<file path="config.mk">
export PLATFORM = sky130hd
export DESIGN_NAME = serial_parity_rx
export DESIGN_NICKNAME = d
export VERILOG_FILES = /design/src/rtl/parity_pkg.sv /design/src/rtl/xor_nand.sv /design/src/rtl/serial_parity_rx.sv
export SDC_FILE = /design/constraint.sdc
export NUM_CORES = 1
export LEC_CHECK = 0
export ABC_AREA = 1
export BUFFER_PORTS_ARGS = -buffer_cell sky130_fd_sc_hd__buf_2
export CAP_MARGIN = 40
export CORE_UTILIZATION = 49
export DETAILED_ROUTE_END_ITERATION = 8
export PLACE_DENSITY_LB_ADDON = 0.12
export RECOVER_POWER = 100
export SYNTH_ARGS = -nofsm -noshare
export SYNTH_HDL_FRONTEND = slang
export SYNTH_SLANG_ARGS = --single-unit
</file>
<file path="constraint.sdc">
create_clock -name CLK -period 1.07 [get_ports CLK]
set_input_delay 0 -clock CLK [delete_from_list [all_inputs] [get_ports CLK]]
set_output_delay 0 -clock CLK [all_outputs]
set_load 0.1 [all_outputs]
</file>
<file path="src/rtl/parity_pkg.sv">
// Shared types and constants for the serial parity receiver.
// State encodings and the error-counter width used by serial_parity_rx.
package parity_pkg;

    typedef enum logic [1:0] {
        IDLE   = 2'd0,
        DATA   = 2'd1,
        PARITY = 2'd2
    } state_e;

    localparam int ERR_CNT_W = 8;

endpackage

</file>
<file path="src/rtl/xor_nand.sv">
// Two-input XOR built from four NAND gates.
// Used as the parity accumulator update in serial_parity_rx.
module xor_nand (
    input  logic a_i,
    input  logic b_i,
    output logic y_o
);

    logic n1, n2, n3;

    assign n1  = ~(a_i & b_i);
    assign n2  = ~(a_i & n1);
    assign n3  = ~(b_i & n1);
    assign y_o = ~(n2 & n3);

endmodule

</file>
<file path="src/rtl/serial_parity_rx.sv">
// Serial LSB-first receiver with trailing parity bit and stall support.
// Define SERIAL_PARITY_ERR_CNT_EN to add the saturating ERR_CNT output.
module serial_parity_rx
    import parity_pkg::*;
#(
    parameter int DATA_W     = 8,
    parameter bit ODD_PARITY = 1'b0
) (
    input  logic              CLK,
    input  logic              RST_N,
    input  logic              START,
    input  logic              DIN,
    input  logic              DIN_VALID,
    output logic [DATA_W-1:0] DOUT,
    output logic              DOUT_VALID,
    output logic              PAR_ERR,
    output logic              BUSY
`ifdef SERIAL_PARITY_ERR_CNT_EN
    ,
    output logic [ERR_CNT_W-1:0] ERR_CNT
`endif
);

    localparam int CNT_W = (DATA_W > 1) ? $clog2(DATA_W) : 1;
    localparam logic [CNT_W-1:0] LAST = CNT_W'(DATA_W - 1);

    state_e            state_q;
    logic [CNT_W-1:0]  count_q;
    logic              acc_q;
    logic              acc_x;
    logic [DATA_W-1:0] shreg_q;
    logic [DATA_W-1:0] dout_q;
    logic              dout_valid_q;
    logic              par_err_q;
    logic              busy_q;

    xor_nand u_acc_xor (
        .a_i (acc_q),
        .b_i (DIN),
        .y_o (acc_x)
    );

    always_ff @(posedge CLK or negedge RST_N) begin
        if (!RST_N) begin
            state_q      <= IDLE;
            count_q      <= '0;
            acc_q        <= 1'b0;
            shreg_q      <= '0;
            dout_q       <= '0;
            dout_valid_q <= 1'b0;
            par_err_q    <= 1'b0;
            busy_q       <= 1'b0;
        end else begin
            dout_valid_q <= 1'b0;
            case (state_q)
                IDLE: begin
                    if (START) begin
                        state_q <= DATA;
                        count_q <= '0;
                        acc_q   <= ODD_PARITY;
                        busy_q  <= 1'b1;
                    end
                end
                DATA: begin
                    if (DIN_VALID) begin
                        shreg_q[count_q] <= DIN;
                        acc_q            <= acc_x;
                        count_q          <= count_q + 1'b1;
                        if (count_q == LAST) begin
                            state_q <= PARITY;
                        end
                    end
                end
                PARITY: begin
                    // Shift register is internal; DOUT only changes here.
                    if (DIN_VALID) begin
                        par_err_q    <= acc_x;
                        dout_q       <= shreg_q;
                        dout_valid_q <= 1'b1;
                        state_q      <= IDLE;
                        busy_q       <= 1'b0;
                    end
                end
                default: begin
                    state_q <= IDLE;
                    busy_q  <= 1'b0;
                end
            endcase
        end
    end

    assign DOUT       = dout_q;
    assign DOUT_VALID = dout_valid_q;
    assign PAR_ERR    = par_err_q;
    assign BUSY       = busy_q;

`ifdef SERIAL_PARITY_ERR_CNT_EN
    logic [ERR_CNT_W-1:0] err_cnt_q;

    always_ff @(posedge CLK or negedge RST_N) begin
        if (!RST_N) begin
            err_cnt_q <= '0;
        end else if (dout_valid_q && par_err_q && (err_cnt_q != '1)) begin
            err_cnt_q <= err_cnt_q + 1'b1;
        end
    end

    assign ERR_CNT = err_cnt_q;
`endif

endmodule

</file>
==> run metrics, run 1 <==
H-tree levels 1; synthesized flop and latch total 25; CTS tree done; Final Cycle Share 1.05; final WL ~2.7 mm; chip height roughly 50 um; Final Wtd Congestion 0.831; DR vias slightly above 1000; crit path to count_q[2]; worst reg2reg path depth 4; antenna-violating nets left 0; total power about 0.0043 W; CORE AREA between 2000 and 2500 sq um; Slew Limit Headroom 0.594; Worst Path Max Fanout 3; Critical Path RT 1.30 ns; Worst Setup Start Kind register; max cap viols 0; number of synthesis warnings 0; placed cells around 180; area growth from synthesis to layout 51.1%; fin worst setup slack -0.0530 ns; WS Path Type reg2reg; R2R Path End count_q[2]; total track usage 0.231; DR iter-0 viols 14; Wirelength per Cell around 14 um; Critical path origin count_q[0]; Tmin final ~1.1 ns; FILL cells about 130; critical path, cell by cell ha_2 -> ha_4 -> nand2_1 -> o21ai_1; Clock Sinks 25; Root Buffer clkbuf_4; most common library cell in the layout ignoring fill and taps nand2_1; via/cell ratio 5.08; outcome finished, violations left; Max clock buf depth 2; fin cells 199; largest net degree at the start of global routing 26; slowest CP cell dfrtp_1; fin area 1710 sq um; Ant. Diodes 0; reg-to-reg setup timing slack -0.05 ns; row count 17; gr ovfl total 0; worst slack at placement -0.0373 ns; Mapped Cells approximately 130; Final Skew between 0.0015 and 0.002 ns; vias in the first global route between 900 and 1000; Leakage around 0.83 nW; Initial Utilization 0.516; placed cell areas around 1500 sq um; DP HPWL between 1.5 and 2 mm; Ports 16; drt first pass iters 4; initial antenna violation count 0; total negative setup slack -0.141 ns; Worst-Skew Late Latency ~0.33 ns; Synth Cell Area 1130 sq um; Critical Path Max Stage Delay 0.45 ns; CP delay by family, top flip-flops; layout net count 179; clock slew at reported path FFs ~0.14 ns; Die ar. approximately 2500 sq um; FF-to-FF Start count_q[0]; Synth cell types 20; CTS Buf Count 3; RSZ-0062 raised after global routing yes; mean post-synth cell area 8.56 sq um; Die Wd between 50 and 60 um; failing checks setup timing; most frequent cells in the layout 49 x nand2_1, 17 x buf_4, 13 x dfrtp_1; Setup-failing EPs final 4; CP Depth 4; Post-route DRC 0; Synth Flop Type dfrtp_1; worst-margin pin slew around 0.6 ns; Seq/Total Area, Yosys 0.554; worst hold path class in2async; maximum vdd drop 0.00168 V; EDFF count, synth 0; layout cell share with drive strength beyond 1 0.462; WP buf/inv 0; Fmax between 800 and 900 MHz; global-route wire length before repair between 4 and 5 mm; Syn Nets approximately 140; Post-synth ARST share 1.00; max-slew violations 0; CP arrival around 1.4 ns; power per cell area between 2000 and 3000 nW/um^2; CP endpoint kind register; PortBufs 15; Hold Fails Final Rpt 0
[layout make-up]
type | count | area, sq um | share of cell area
clock buffers | 3 | 22.5 | 0.0132
inverters | 12 | 45.0 | 0.0264
well taps | 28 | 35.0 | 0.0205
clock inverters | 1 | 7.51 | 0.00440
multi-input cells | 92 | 534 | 0.313
flip-flops and latches | 25 | 641 | 0.375
repair buffers | 38 | 422 | 0.247
[cell usage after synthesis (2+ instances only)]
library cell	count	share of area
nor2_4	2	0.020
nor2_1	7	0.023
inv_1	10	0.033
nand3_1	9	0.040
dfrtp_1	25	0.55
ha_1	2	0.022
o21ai_0	2	0.0089
nand3_2	2	0.018
inv_2	2	0.0066
o21ai_1	9	0.040
nand2_1	53	0.18
[layer usage]
| metal | up-vias | part of all wire | GRT usage |
|---|---|---|---|
| met4 | 0 | 0.034 | 0.138 |
| met3 | 8 | 0.022 | 0.0370 |
| met2 | 20 | 0.53 | 0.382 |
| met1 | 488 | 0.41 | 0.278 |
| met5 | - | 0 | 0 |
| li1 | 495 | - | - |
[power by group]
part	switching (W)	total [W]	internal, W
registers	0.000283	0.00155	0.00126
logic	0.00140	0.00234	0.000947
clock network	0.000307	0.000450	0.000143
[cell families after synthesis]
family / Yosys count / synth area share
simple gates: 77 / 0.300
flops: 25 / 0.554
buf+inv: 15 / 0.0609
compound gates: 12 / 0.0554
fa+ha+maj: 2 / 0.0221
xor+xnor: 1 / 0.00775
[state kept, by name, indices dropped and copies added (netlist names)]
name / count
BUSY: 1
PAR_ERR: 1
DOUT: 8
state_q: 2
acc_q: 1
DOUT_VALID: 1
shreg_q: 8
count_q: 3
[stage by stage]
stage | hold slack [ns] | util
floorplan | -0.296 | -
global placement | 0.0119 | 0.670
detailed placement | 0.0167 | 0.670
CTS | 0.182 | 0.714
global route | 0.248 | 0.779
finish | 0.190 | 0.779
[how the worst min path moves through the flow]
stage | startpoint | to | depth (start not counted)
6_report | RST_N | DOUT[1] | 2
5_1_grt | RST_N | shreg_q[0] | 2
4_1_cts | RST_N | acc_q | 2
3_5_place_dp | RST_N | state_q[0] | 1
3_3_place_gp | RST_N | state_q[0] | 1
2_1_floorplan | RST_N | BUSY | 0
[repair_timing]
item	CTS	global route
hold buffers	4	0
endpoints found under the hold margin	31	0
setup buffers	3	6
endpoints found under the setup margin	10	23
resized for setup	1	31
pin swaps	3	10
Power figures use the tool's default switching activity.
==> run 2, diff against run 1 <==
Settings changed: ABC_AREA 1 to default, SYNTH_HIERARCHICAL from default to 1.
==> run 2 against run 1 <==
Against the previous run: the flow still finishes with violations (setup timing); clock-buffer cell count is 1 higher; sequential power hardly changed; hold slack worse by 0.16 ns; core utilization is 8.0 points lower; area after synthesis is 1.3% higher; critical path depth stayed put; non-clock buffer count is 4 lower; sequential cell count stayed put; register-to-register slack worse by 0.27 ns; first-iteration DRC count is 50% lower; clock skew is 0.0032 ns higher; die area is 1.3% higher; largest cell class unchanged; largest power group unchanged.
==> run metrics, run 2 <==
simple-gate share of the synthesized area 0.0995; Tmin final roughly 1.4 ns; commonest cells in the synthesized netlist 25 x dfrtp_1, 9 x mux2_2, 9 x mux2_4; reg-to-reg setup timing slack -0.32 ns; chip height 50.3 um; Root Buffer clkbuf_4; Final Skew 0.00468 ns; PortBufs 15; most frequent cells in the layout 22 x dfrtp_1, 18 x buf_4, 12 x mux2_4; layout net count about 120; Seq/Total Area, Yosys 0.546; Final Cycle Share 1.30; FF-to-FF Start state_q[1]; crit path to shreg_q[3]; Worst Path Max Fanout 4; Setup-failing EPs final 23; fin worst setup slack -0.320 ns; synthesized flop and latch total 25; R2R Path End shreg_q[3]; Critical Path RT 1.28 ns; critical path, cell by cell nand4b_1 -> buf_6 -> nor3b_2 -> mux2_4; FILL cells between 150 and 200; worst slack at placement -0.399 ns; final WL about 2.2 mm; Die ar. between 2000 and 3000 sq um; CP endpoint kind register; clock slew at reported path FFs around 0.13 ns; H-tree levels 1; Initial Utilization 0.518; row count 17; drt first pass iters 4; Synth top area share 0.546; Synth Cell Area around 1100 sq um; Synth Flop Type dfrtp_1; Max clock buf depth 2; Leakage 0.767 nW; gr ovfl total 0; largest cells by area after synthesis dfrtp_1 55%, mux2_4 12%, mux2_2 8.9%, a22o_2 3.5%, a22o_1 2.3%; DP HPWL approximately 1.6 mm; initial antenna violation count 0; CORE AREA 2210 sq um; Post-Synth XOR/XNOR Area 0.00765; mux share of post-synthesis cell area 0.207; Worst-Skew Late Latency ~0.3 ns; total track usage 0.209; Mapped Cells 81; largest net degree at the start of global routing 26; worst reg2reg path depth 4; global-route wire length before repair roughly 4 mm; Hold Fails Final Rpt 0; Post-synth ARST share 1.00; DR iter-0 viols 7; Die Wd roughly 50 um; outcome finished, violations left; antenna-violating nets left 0; failing checks setup timing; Clock Sinks 25; via/cell ratio between 5 and 6; adder-cell share of the synthesized area 0.0219; most common cell in the synthesized netlist dfrtp_1; most common library cell in the layout ignoring fill and taps dfrtp_1; Final Wtd Congestion 0.767; slowest CP cell dfrtp_1; max-slew violations 0; Finished Core Util 0.699; Post-route DRC 0; power per cell area 2410 nW/um^2; number of synthesis warnings 6; Fmax ~720 MHz; RSZ-0062 raised after global routing yes; mean post-synth cell area about 14 sq um; DR vias between 700 and 800; max cap viols 0; EDFF count, synth 0; Syn Nets 88; post-synthesis compound-gate area fraction 0.0820; Critical path origin state_q[1]; Hold WS about 0.032 ns; Slew Limit Headroom 0.594; CTS Buf Count 3; worst-margin pin slew ~0.61 ns; Synth cell types 25; WS Path Type reg2reg; Critical Path Max Stage Delay 0.43 ns; area growth from synthesis to layout 35.0%; layout cell share with drive strength beyond 1 0.643; main combinational cell family by area after synthesis multiplexers; worst hold path class in2reg; Ant. Diodes 0; CTS tree done; CP arrival approximately 1.6 ns; Ports 16; vias in the first global route slightly below 800; maximum vdd drop 0.00201 V; Wirelength per Cell approximately 16 um; Synth area leader dfrtp_1; Worst Setup Start Kind register
run 2: changes by cell type after synthesis, moves of 3 or more:
cell	change
mux2_4	+9
inv_1	-7
a22o_2	+4
o21ai_1	-9
a22o_1	+3
nand2_1	-51
nor2_1	-5
nand3_1	-7
mux2_2	+9
run 2: logic make-up after synthesis:
kind of cell    Yosys count
fa+ha+maj                 2
flops                    25
xor+xnor                  1
simple gates             17
mux                      18
compound gates           11
buf+inv                   7
run 2: per-stage QoR:
step                      instances  cell area (sq um)  setup TNS [ns]  power [W]
after floorplan                  81               1190           -4.72    0.00269
after global placement          134               1520           -4.72    0.00327
after detailed placement        134               1520           -5.48    0.00333
after CTS                       141               1600           -5.14    0.00381
after global routing            143               1550           -6.66    0.00394
final                           143               1550           -5.53    0.00372
run 2: final cells by class:
cell class,instances,area [sq um],area share
inverters,3,11.3,0.00729
multi-input cells,49,559,0.362
flip-flops and latches,25,629,0.407
clock buffers,4,26.3,0.0170
repair buffers,34,284,0.184
well taps,28,35.0,0.0227
run 2: worst min-delay path by stage:
| stage | start | to | slack (ns) | cells after the start |
|---|---|---|---|---|
| after floorplan | RST_N | BUSY | -0.30 | 0 |
| after global placement | RST_N | PAR_ERR | 0.02 | 1 |
| after detailed placement | RST_N | DOUT[4] | 0.02 | 1 |
| after CTS | DIN_VALID | state_q[1] | 0.01 | 3 |
| after global routing | START | BUSY | 0.04 | 3 |
| final | START | BUSY | 0.03 | 3 |
run 2: worst max-delay path: cells and delay by family (launching register included):
family	cells	cell delay, ns
DFF	1	0.43
and+or+nand+nor	2	0.39
muxes	1	0.31
buffers and inverters	1	0.16
run 2: repair_timing:
item                                   CTS  global route
gates resized for setup                 10            12
setup endpoints to repair               25            24
endpoints found under the hold margin   26             0
buffers inserted                         2             2
pin swaps                                1             0
hold buffers                             2             0
run 2: per-layer routing:
metal,GRT usage,wire (um),up-vias
li1,-,-,361
met1,0.288,1070,385
met2,0.338,1060,15
met3,0.0273,60,6
met4,0.0787,42,0
met5,0,0,-
run 2: power breakdown:
group / leakage (nW) / switching [W] / internal (W) / total (W)
sequential: 0.315 / 0.000271 / 0.00125 / 0.00152
combinational: 0.437 / 0.000910 / 0.000885 / 0.00179
clock: 0.0150 / 0.000254 / 0.000145 / 0.000400
